[config.mk]
export PLATFORM = sky130hd
export DESIGN_NAME = multicycle_ctrl
export DESIGN_NICKNAME = d
export VERILOG_FILES = /design/src/rtl/multicycle_ctrl_pkg.sv /design/src/rtl/multicycle_ctrl_mem_wait_timer.sv /design/src/rtl/multicycle_ctrl.sv
export SDC_FILE = /design/constraint.sdc
export NUM_CORES = 1
export LEC_CHECK = 0
export ABC_CLOCK_PERIOD_IN_PS = 5050
export CELL_PAD_IN_SITES_DETAIL_PLACEMENT = 0
export CELL_PAD_IN_SITES_GLOBAL_PLACEMENT = 2
export CORE_MARGIN = 3
export CORE_UTILIZATION = 34
export DETAILED_ROUTE_END_ITERATION = 8
export GPL_TIMING_DRIVEN = 0
export PLACE_DENSITY_LB_ADDON = 0.2
export SYNTH_ARGS = -nofsm -noshare
export SYNTH_HDL_FRONTEND = slang
export SYNTH_SLANG_ARGS = --single-unit
export TNS_END_PERCENT = 30
[constraint.sdc]
create_clock -name clk -period 5.05 [get_ports clk]
set_input_delay 1.01 -clock clk [delete_from_list [all_inputs] [get_ports clk]]
set_output_delay 1.01 -clock clk [all_outputs]
set_load 0.03 [all_outputs]
[src/rtl/multicycle_ctrl_pkg.sv]
// Shared processor definitions: controller state encoding, decoded instruction
// classes and PC source selects used by decode, the PC unit and the controller.
package multicycle_ctrl_pkg;

   typedef enum logic [2:0] {
      ST_IDLE   = 3'd0,
      ST_FETCH  = 3'd1,
      ST_DECODE = 3'd2,
      ST_EXEC   = 3'd3,
      ST_MEM    = 3'd4,
      ST_WB     = 3'd5,
      ST_HALT   = 3'd6,
      ST_FAULT  = 3'd7
   } state_e;

   typedef enum logic [2:0] {
      CLS_RTYPE  = 3'd0,
      CLS_ITYPE  = 3'd1,
      CLS_LOAD   = 3'd2,
      CLS_STORE  = 3'd3,
      CLS_BRANCH = 3'd4,
      CLS_JUMP   = 3'd5,
      CLS_JAL    = 3'd6,
      CLS_HALT   = 3'd7
   } inst_class_e;

   typedef enum logic [1:0] {
      PC_PLUS1  = 2'd0,
      PC_BRANCH = 2'd1,
      PC_JUMP   = 2'd2
   } pc_src_e;

   // Wide enough for the largest allowed TIMEOUT (255).
   localparam int WAIT_W = 8;

   function automatic logic is_mem_class(input inst_class_e c);
      return (c == CLS_LOAD) || (c == CLS_STORE);
   endfunction

endpackage

[src/rtl/multicycle_ctrl_mem_wait_timer.sv]
// Memory-acknowledge wait timer: counts unacknowledged request cycles and flags
// the cycle in which the TIMEOUT-th consecutive cycle without ack is reached.
module mem_wait_timer
   import multicycle_ctrl_pkg::*;
#(
   parameter int TIMEOUT = 16
) (
   input  logic clk,
   input  logic rst,
   input  logic clear,
   input  logic enable,
   output logic expired
);

   localparam logic [WAIT_W-1:0] LAST = WAIT_W'(TIMEOUT - 1);

   logic [WAIT_W-1:0] count_q;
   logic [WAIT_W-1:0] count_d;

   // NOTE: every variable assigned in always_comb gets a default first so no latch is inferred.
   always_comb begin
      count_d = count_q;
      if (clear) begin
         count_d = '0;
      end else if (enable && !expired) begin
         count_d = count_q + WAIT_W'(1);
      end
   end

   // NOTE: sequential state uses non-blocking assignments only, so every flop samples pre-edge values.
   always_ff @(posedge clk or posedge rst) begin
      if (rst) begin
         count_q <= '0;
      end else begin
         count_q <= count_d;
      end
   end

   assign expired = (count_q == LAST);

endmodule

[src/rtl/multicycle_ctrl.sv]
// Multicycle processor control FSM: sequences fetch/decode/execute/memory/
// writeback, drives datapath strobes and counts retired instructions.
module multicycle_ctrl
   import multicycle_ctrl_pkg::*;
#(
   parameter int TIMEOUT = 16,
   parameter int CNT_W   = 32
) (
   input  logic             clk,
   input  logic             rst,
   input  logic             run,
   input  logic [2:0]       inst_class,
   input  logic             branch_taken,
   input  logic             mem_ack,
   output logic             mem_req,
   output logic             mem_sel,
   output logic             mem_we,
   output logic             ir_we,
   output logic             pc_we,
   output logic [1:0]       pc_src,
   output logic             rf_we,
   output logic             link_sel,
   output logic             busy,
   output logic             halted,
   output logic             fault,
   output logic [CNT_W-1:0] retired
);

   state_e            state_q, state_d;
   inst_class_e       cls_q, cls_d;
   logic [CNT_W-1:0]  retired_q, retired_d;
   pc_src_e           pc_src_sel;
   logic              waiting;
   logic              expired;
   logic              halt_go;

   // The timer restarts whenever the current memory transaction is not pending.
   assign waiting = (state_q == ST_FETCH) || (state_q == ST_MEM);

   mem_wait_timer #(
      .TIMEOUT (TIMEOUT)
   ) u_wait_timer (
      .clk     (clk),
      .rst     (rst),
      .clear   (!waiting || mem_ack),
      .enable  (waiting && !mem_ack),
      .expired (expired)
   );

   always_ff @(posedge clk or posedge rst) begin
      if (rst) begin
         state_q <= ST_IDLE;
      end else begin
         state_q <= state_d;
      end
   end

   always_comb begin
      state_d = state_q;
      case (state_q)
         ST_IDLE:   if (run) state_d = ST_FETCH;
         ST_FETCH: begin
            if (mem_ack)      state_d = ST_DECODE;
            else if (expired) state_d = ST_FAULT;
         end
         ST_DECODE: state_d = ST_EXEC;
         ST_EXEC: begin
            case (cls_q)
               CLS_RTYPE, CLS_ITYPE: state_d = ST_WB;
               CLS_LOAD, CLS_STORE:  state_d = ST_MEM;
               CLS_HALT:             state_d = ST_HALT;
               default:              state_d = ST_FETCH;
            endcase
         end
         ST_MEM: begin
            if (mem_ack)      state_d = (cls_q == CLS_STORE) ? ST_FETCH : ST_WB;
            else if (expired) state_d = ST_FAULT;
         end
         ST_WB:     state_d = ST_FETCH;
         default:   state_d = state_q;
      endcase
   end

   always_comb begin
      mem_req    = 1'b0;
      mem_sel    = 1'b0;
      mem_we     = 1'b0;
      ir_we      = 1'b0;
      pc_we      = 1'b0;
      pc_src_sel = PC_PLUS1;
      rf_we      = 1'b0;
      link_sel   = 1'b0;
      busy       = 1'b0;
      halted     = 1'b0;
      fault      = 1'b0;
      case (state_q)
         ST_FETCH: begin
            busy    = 1'b1;
            mem_req = 1'b1;
            ir_we   = mem_ack;
         end
         ST_DECODE: busy = 1'b1;
         ST_EXEC: begin
            busy = 1'b1;
            case (cls_q)
               CLS_BRANCH: begin
                  pc_we      = 1'b1;
                  pc_src_sel = branch_taken ? PC_BRANCH : PC_PLUS1;
               end
               CLS_JUMP: begin
                  pc_we      = 1'b1;
                  pc_src_sel = PC_JUMP;
               end
               CLS_JAL: begin
                  pc_we      = 1'b1;
                  pc_src_sel = PC_JUMP;
                  rf_we      = 1'b1;
                  link_sel   = 1'b1;
               end
               default: ;
            endcase
         end
         ST_MEM: begin
            busy    = 1'b1;
            mem_req = 1'b1;
            mem_sel = 1'b1;
            mem_we  = (cls_q == CLS_STORE);
            pc_we   = mem_ack && (cls_q == CLS_STORE);
         end
         ST_WB: begin
            busy  = 1'b1;
            rf_we = 1'b1;
            pc_we = 1'b1;
         end
         ST_HALT:  halted = 1'b1;
         ST_FAULT: fault  = 1'b1;
         default: ;
      endcase
   end

   assign pc_src  = pc_src_sel;
   assign halt_go = (state_q == ST_EXEC) && (cls_q == CLS_HALT);

   // The class is captured with the instruction word; later phases only see the copy.
   always_comb begin
      cls_d     = ir_we ? inst_class_e'(inst_class) : cls_q;
      retired_d = retired_q;
      if (pc_we || halt_go) begin
         retired_d = retired_q + CNT_W'(1);
      end
   end

   always_ff @(posedge clk or posedge rst) begin
      if (rst) begin
         cls_q     <= CLS_RTYPE;
         retired_q <= '0;
      end else begin
         cls_q     <= cls_d;
         retired_q <= retired_d;
      end
   end

   assign retired = retired_q;

   logic unused_ok;
   assign unused_ok = is_mem_class(cls_q);

endmodule

==> impl_results.md, run 1 <==
- Status: finished, final reports clean
- Horizontal die dimension: 89.40 µm
- Post-route insts no fill: about 370
- Library cells used by synthesis: 47
- Leakage power summed over all cells: between 0.001 and 0.0015 µW
- Max-slew headroom at the worst pin: 0.6149
- Via count of the first global-routing pass: about 1800
- Final setup violation count: 0
- Total Routing Usage GR: 0.1414
- Number of hold-repair buffers added at the cts stage: 0
- Core Box Area: ~0.0065 mm²
- First-pass iteration count of the detailed router: 4
- TritonCTS clock tree: done
- VDD IR-drop max: just over 90 µV
- Vias per cell: 5.019
- Power density normalized to cell area: roughly 230 mW/mm²
- Gate Count Post-Synth: roughly 230
- Flip-flop cell with the highest count after synthesis: sky130_fd_sc_hd__dfrtp_1
- Maximum clock skew at final layout: 0.006679 ns
- Crit Path Class: in2out
- Total count of hold-check failures in the final report: 0
- Mean cell area of the mapped netlist: 10.37 µm²
- Peak clock frequency supported by timing: 269.1 MHz
- Final Max Slew Viols: 0
- Class of the tightest hold or removal check: reg2reg
- Endpoint kind of the worst setup timing path: output pin
- CP Data Required Time: a little over 4 ns
- Worst Setup Start Kind: input pin
- Die Area: ~0.0080 mm²
- Post-CTS repair timing setup buffer count: 0
- Root buffer selected by CTS: sky130_fd_sc_hd__clkbuf_8
- Register area: 0.001151 mm²
- Maxcap violations: 0
- Switching power share of the total: 0.1969
- Die span in y: 89.40 µm
- Share of cells above drive strength 1: 0.09028
- Total chip power: between 700 and 800 µW
- Post-synthesis register bit count: 46
- Combined area of the multi-input logic cells: 0.001141 mm²
- Routed WL: 5259 µm
- Async S/R FF share, synth: 1.000
- Placer Congestion: between 0.7 and 0.8
- Global route overflow: 0
- Area growth from synthesis to layout: 32.54%
- Sw Pwr: 144.6 µW
- Part of the total power dissipated in sequential elements: 0.502
- Top-level port count: 52
- Biggest fanout along the worst timing path: 8
- Antenna cells: 0
- Mapped Nets: about 240
- Final cycle utilization of the critical path: 0.7358
- Number of buffers on the longest clock path: 2
- Time the worst path needs with I/O delays and setup: 3.716 ns
- Number of buffers created by CTS: 5
- Worst endpoint data arrival time: 2.71 ns
- Layout Nets: roughly 300
- Final HPWL DP: around 3700 µm
- Number of warning messages in the yosys log: 0
- # DRC: 0
- Avg WL per Cell: roughly 14 µm
- Number of port buffers: 51
- Setup repair after global routing missed its margin: false
- Number of flops mapped to enable cells by yosys: 0
- Internal power consumption: about 600 µW
- Number of vias in the routed layout: between 1500 and 2000
- Initial standard-cell utilization of the core: 0.3621
- Placement row count: 29
- H-tree Lvls: 2
- Number of filler instances in the final layout: about 620
- Aggregate negative setup slack: 0 ns
- Library cell occupying the most area in the post-synthesis netlist: sky130_fd_sc_hd__dfrtp_1
- Gate power share: 0.033
- Main area contributors after synthesis: sky130_fd_sc_hd__dfrtp_1 49%, sky130_fd_sc_hd__xnor2_1 8.5%, sky130_fd_sc_hd__xor2_1 4.8%
- Share of power burned in the clock network: 0.465
- Wire length of the first global-routing pass: a little under 9000 µm
- Actual transition at the worst max-transition pin: between 0.5 and 0.6 ns
- Area fraction of the dominant cell type after synthesis: 0.4868
- Placed cells: roughly 360
- Insertion delay of the later-clocked pin in the worst-skew pair: 0.30 ns
- Reg clk slew, reported paths: 0.09 ns
- Post_cts resized: 0
- Area of the mapped netlist: roughly 0.0024 mm²
- Number of antenna violations at the first check in global routing: 0
- Number of violations reported at the end of detailed-routing iteration 0: 62
- Num Clock Sinks: between 40 and 50
- Fraction of the yosys area taken by sequential cells: 0.4868
- Maximum number of pins on one net before global-route repair: 36
- Routed Antenna Nets: 0
## metal layers
metal,global-route usage,vias to the layer above,wire [µm]
met5,0,-,0
met4,0.05277,0,82
met3,0.03779,7,226
met2,0.1969,41,2191
met1,0.2080,865,2759
li1,-,919,-
## stage by stage
stage	worst slack (ns)	utilization	hold slack, ns	area, µm²
2_1_floorplan	2.024	-	0.4986	2365
3_3_place_gp	1.318	0.4550	0.4543	2972
3_5_place_dp	1.323	0.4580	0.4610	2992
4_1_cts	1.316	0.4799	0.4736	3134
5_1_grt	1.213	0.4799	0.4782	3134
6_report	1.334	0.4799	0.4741	3134
## kinds of logic (layout without fill, tap and decap cells)
group | after synthesis | in the layout | synth area share
AO/OA/AOI/OAI | 20 | 20 | 0.05450
XOR/XNOR | 36 | 36 | 0.1333
adder cells (fa/ha/maj) | 2 | 2 | 0.01058
buffers and inverters | 16 | 76 | 0.03068
flip-flops | 46 | 46 | 0.4868
multiplexers | 4 | 4 | 0.01852
AND/OR/NAND/NOR | 104 | 104 | 0.2656
## final timing paths
path | startpoint | to | slack, ns | depth (start not counted)
setup reg to reg | cls_q[2]$_DFFE_PP0P_ | retired[24]$_DFFE_PP0P_ | 3.21 | 6
hold reg to reg | retired[31]$_DFFE_PP0P_ | retired[31]$_DFFE_PP0P_ | 0.47 | 1
hold / removal | retired[31]$_DFFE_PP0P_ | retired[31]$_DFFE_PP0P_ | 0.47 | 1
min in group asynchronous | rst | u_wait_timer.count_q[6]$_DFFE_PP0P_ | 0.97 | 2
max in group asynchronous | rst | cls_q[1]$_DFFE_PP0P_ | 3.61 | 3
setup / recovery | mem_ack | ir_we | 1.33 | 3
## cell type report
cell class,instances,share of cell area
sequential,46,0.3673
multi-input combinational,166,0.3641
timing repair buffer,52,0.1693
clock inverter,2,0.01916
clock buffer,6,0.02635
tap,77,0.03074
inverter,6,0.007186
buffer,10,0.01597
## cell usage after synthesis (2+ instances only)
master / n
sky130_fd_sc_hd__a21oi_1: 5
sky130_fd_sc_hd__xnor2_1: 23
sky130_fd_sc_hd__and4_1: 3
sky130_fd_sc_hd__nand2_1: 17
sky130_fd_sc_hd__o211ai_1: 2
sky130_fd_sc_hd__nor2_1: 21
sky130_fd_sc_hd__inv_1: 6
sky130_fd_sc_hd__and3_1: 5
sky130_fd_sc_hd__nor3_1: 8
sky130_fd_sc_hd__or3_1: 2
sky130_fd_sc_hd__mux2_2: 3
sky130_fd_sc_hd__nor3b_1: 3
sky130_fd_sc_hd__o21ai_0: 6
sky130_fd_sc_hd__nand3_1: 12
sky130_fd_sc_hd__clkbuf_1: 5
sky130_fd_sc_hd__xor2_1: 13
sky130_fd_sc_hd__ha_1: 2
sky130_fd_sc_hd__dfrtp_1: 46
sky130_fd_sc_hd__clkbuf_2: 3
sky130_fd_sc_hd__nand3b_1: 2
sky130_fd_sc_hd__nand4_1: 13
sky130_fd_sc_hd__nor2b_1: 3
## flip-flops by register name, summed over array words and instances (netlist names)
signal,flops
retired,32
cls_q,3
u_wait_timer.count_q,8
state_q,3
## power groups by stage
stage | Sequential, µW | Clock (µW) | Combinational [µW]
floorplan | 376 | 0 | 12.2
global placement | 376 | 0 | 23.3
global route | 369 | 365 | 27.6
finish | 368 | 342 | 24.3
CTS | 368 | 351 | 25.3
detailed placement | 376 | 0 | 25.3
## worst max-delay path, stage by stage
cell and delay (ns):
sky130_fd_sc_hd__clkdlybuf4s50_1 0.63, sky130_fd_sc_hd__and4bb_1 0.35, sky130_fd_sc_hd__clkdlybuf4s50_1 0.71
## layout by cell type, fill, tap and decap left out, types with 2 or more instances in the layout
cell type                         netlist  routed
sky130_fd_sc_hd__nor3_1                 8       8
sky130_fd_sc_hd__nor2_1                21      21
sky130_fd_sc_hd__clkbuf_2               3       3
sky130_fd_sc_hd__ha_1                   2       2
sky130_fd_sc_hd__inv_1                  6       5
sky130_fd_sc_hd__and3_1                 5       5
sky130_fd_sc_hd__o21ai_0                6       6
sky130_fd_sc_hd__bufinv_16              0       2
sky130_fd_sc_hd__nand3_1               12      12
sky130_fd_sc_hd__xnor2_1               23      23
sky130_fd_sc_hd__nor3b_1                3       3
sky130_fd_sc_hd__a21oi_1                5       5
sky130_fd_sc_hd__xor2_1                13      13
sky130_fd_sc_hd__and4_1                 3       3
sky130_fd_sc_hd__nand3b_1               2       2
sky130_fd_sc_hd__o211ai_1               2       2
sky130_fd_sc_hd__nand4_1               13      13
sky130_fd_sc_hd__mux2_2                 3       3
sky130_fd_sc_hd__nand2_1               17      17
sky130_fd_sc_hd__nor2b_1                3       3
sky130_fd_sc_hd__clkbuf_8               0       6
sky130_fd_sc_hd__clkbuf_1               5       5
sky130_fd_sc_hd__or3_1                  2       2
sky130_fd_sc_hd__clkdlybuf4s50_1        0      51
sky130_fd_sc_hd__dfrtp_1               46      46
Note: power is estimated with default switching activity, not from simulation.
==> run 2: changes to the inputs <==
ABC_CLOCK_PERIOD_IN_PS = 3500   (was 5050)
CORE_UTILIZATION = 31   (was 34)
clock period = 3.5 ns   (was 5.05 ns; I/O delays follow)
==> run 2 against run 1 <==
Effect of this change: register-to-register slack got worse by 1.5 ns; worst hold slack got worse by 0.0099 ns; die area rose by 9.0%; routed wire length fell by 0.57%; cell area fell by 0.76%; clock skew fell by 0.0010 ns; cell count rose by 6.0%; first-iteration DRC count fell by 31%; sequential share of layout area rose by 0.28 points; core utilization fell by 5.6 points; via count fell by 0.38%.
==> impl_results.md, run 2 (synthesis results as in run 1) <==
- Post-CTS repair timing setup buffer count: 0 (unchanged)
- Internal power consumption: 705.7 µW (+20%)
- Most frequent CP cell: sky130_fd_sc_hd__clkdlybuf4s50_1
- Root buffer selected by CTS: sky130_fd_sc_hd__clkbuf_8
- Hold Path Depth: 1 (unchanged)
- Routed Antenna Nets: 0 (unchanged)
- Status: finished, final reports clean
- Die span in y: 93.34 µm (+4.4%)
- Number of antenna violations at the first check in global routing: 0 (unchanged)
- Hold wc startpoint: retired[31]$_DFFE_PP0P_
- Number of vias in the routed layout: 1825 (-0.38%)
- Share of cells above drive strength 1: 0.08681 (-0.003472)
- Number of buffers created by CTS: 5 (unchanged)
- CP cell instances: clkdlybuf4s50_1 > and4bb_1 > clkdlybuf4s50_1
- Worst endpoint data arrival time: 2.41 ns (-0.30 ns)
- Maxcap violations: 0 (unchanged)
- Class of the tightest hold or removal check: reg2reg
- Fraction of the core area covered by cells at the end of the flow: 0.4243 (-0.05558)
- Final setup violation count: 0 (unchanged)
- Final HPWL DP: 3820 µm (+2.8%)
- Biggest fanout along the worst timing path: 8 (unchanged)
- CP Data Required Time: 2.80 ns (-1.24 ns)
- Final Max Slew Viols: 0 (unchanged)
- Maximum number of pins on one net before global-route repair: 29 (-19%)
- First-pass iteration count of the detailed router: 4 (unchanged)
- Pre-CTS setup slack: 0.3895 ns (-0.9336 ns)
- Final Worst Setup Slack: 0.3881 ns (-0.9462 ns)
- Worst Setup Start Kind: input pin
- Commonest non-fill, non-tap cell in the layout: sky130_fd_sc_hd__clkdlybuf4s50_1
- TritonCTS clock tree: done
- Flip-flop count of the largest register, all copies and words added: 32 (unchanged)
- Share of power burned in the clock network: 0.371 (-0.094)
- Top-level port count: 52 (unchanged)
- Placer Congestion: 0.7546 (+0.55%)
- Die Area: 0.008712 mm² (+9.0%)
- Final cycle utilization of the critical path: 0.8891
- Max incr delay on CP: 0.72 ns (about the same)
- Core Box Area: 0.007331 mm² (+12%)
- # DRC: 0 (unchanged)
- Reg2reg end: retired[30]$_DFFE_PP0P_
- Setup repair after global routing missed its margin: false
- Register area: 0.001151 mm² (unchanged)
- Worst-case hold slack: 0.4642 ns (-0.009899 ns)
- Time the worst path needs with I/O delays and setup: 3.112 ns
- Combined area of the multi-input logic cells: 0.001141 mm² (unchanged)
- Number of buffers on the longest clock path: 2 (unchanged)
- Actual transition at the worst max-transition pin: 0.6051 ns (+0.03065 ns)
- Num Clock Sinks: 46 (unchanged)
- H-tree Lvls: 2 (unchanged)
- VDD IR-drop max: 175.0 µV (+93%)
- Crit Path Class: in2out
- Worst reg-to-reg setup slack: 1.68 ns (-1.53 ns)
- Maximum clock skew at final layout: 0.005659 ns (-0.001020 ns)
- Post_cts resized: 0 (unchanged)
- Horizontal die dimension: 93.34 µm (+4.4%)
- Number of filler instances in the final layout: 740 (+20%)
- Via count of the first global-routing pass: 1799 (+1.9%)
- Peak clock frequency supported by timing: between 300 and 400 MHz
- Launch instance of the worst register-to-register path: cls_q[2]$_DFFE_PP0P_
- Total count of hold-check failures in the final report: 0 (unchanged)
- Initial standard-cell utilization of the core: 0.3226 (-0.03949)
- Global route overflow: 0 (unchanged)
- Avg WL per Cell: 13.51 µm (-6.2%)
- Switching power share of the total: 0.2173 (+0.02038)
- Highest-delay cell along the critical path: sky130_fd_sc_hd__clkdlybuf4s50_1
- Gate power share: 0.040 (+0.007)
- Vias per cell: 4.716 (-6.0%)
- Sw Pwr: 195.9 µW (+35%)
- Part of the total power dissipated in sequential elements: 0.589 (+0.087)
- Placement row count: 31 (+6.9%)
- Total Routing Usage GR: 0.1288 (-0.01252)
- Area growth from synthesis to layout: 31.53%
- Routed WL: 5229 µm (-0.57%)
- Leading cell types in the layout, fill and taps excluded: 51 x sky130_fd_sc_hd__clkdlybuf4s50_1, 46 x sky130_fd_sc_hd__dfrtp_1, 23 x sky130_fd_sc_hd__xnor2_1
- Worst-case reg-to-reg path depth: 6 (unchanged)
- Antenna cells: 0 (unchanged)
- Reg clk slew, reported paths: 0.08 ns (about the same)
- Power density normalized to cell area: 289.9 mW/mm² (+24%)
- Layout Nets: 297 (unchanged)
- Worst-case hold path end point: retired[31]$_DFFE_PP0P_
- Number of port buffers: 51 (unchanged)
- Max-slew headroom at the worst pin: 0.5944 (-0.02055)
- Aggregate negative setup slack: 0 ns (unchanged)
- Number of violations reported at the end of detailed-routing iteration 0: 43 (-31%)
- Wire length of the first global-routing pass: 8887 µm (+1.9%)
- Insertion delay of the later-clocked pin in the worst-skew pair: 0.29 ns (about the same)
- Leakage power summed over all cells: 0.001329 µW (-1.7%)
- Endpoint kind of the worst setup timing path: output pin
- Number of hold-repair buffers added at the cts stage: 0 (unchanged)
[run 2: cell count changes in the layout (fill, tap and decap cells not counted)]
cell and delta:
sky130_fd_sc_hd__clkbuf_1 +1, sky130_fd_sc_hd__clkinv_2 +1, sky130_fd_sc_hd__bufinv_16 -2
[run 2: worst max-delay path by stage]
stage                                 from        end  slack [ns]  cells past startpoint
floorplan           state_q[2]$_DFFE_PP0P_  pc_src[0]        1.06                      2
global placement                   mem_ack      ir_we        0.38                      3
detailed placement                 mem_ack      ir_we        0.39                      3
CTS                                mem_ack      ir_we        0.38                      3
global route                       mem_ack      ir_we        0.33                      3
finish                             mem_ack      ir_we        0.39                      3
[run 2: layout make-up]
class,count,area share
tap,99,0.03982
clock buffer,7,0.02776
sequential,46,0.3701
inverter,6,0.007241
buffer,10,0.01609
timing repair buffer,52,0.1706
multi-input combinational,166,0.3669
clock inverter,1,0.001609
[run 2: worst max-delay path, delay by kind of cell]
family,cells,cell delay (ns)
buffers and inverters,2,1.35
and+or+nand+nor,1,0.36
[run 2: power by group through the flow]
| stage | Sequential (µW) | Combinational [µW] | Clock (µW) |
|---|---|---|---|
| finish | 532 | 35.6 | 335 |
| CTS | 532 | 36.8 | 358 |
| floorplan | 542 | 17.6 | 0 |
| detailed placement | 542 | 36.8 | 0 |
| global placement | 542 | 34.1 | 0 |
| global route | 532 | 39.5 | 377 |
[run 2: per-stage QoR]
step,power (µW),cell area (µm²),std cells
global placement,576.3,2999,378
detailed placement,579.0,3019,379
floorplan,559.8,2365,228
CTS,926.3,3110,387
finish,901.7,3110,387
global route,948.1,3110,387
[run 2: metal layers]
layer	vias to the layer above	wire length, µm	track usage
met2	37	2283	0.1948
met3	4	227	0.03218
li1	924	-	-
met4	0	69	0.04396
met1	860	2649	0.1791
met5	-	0	0
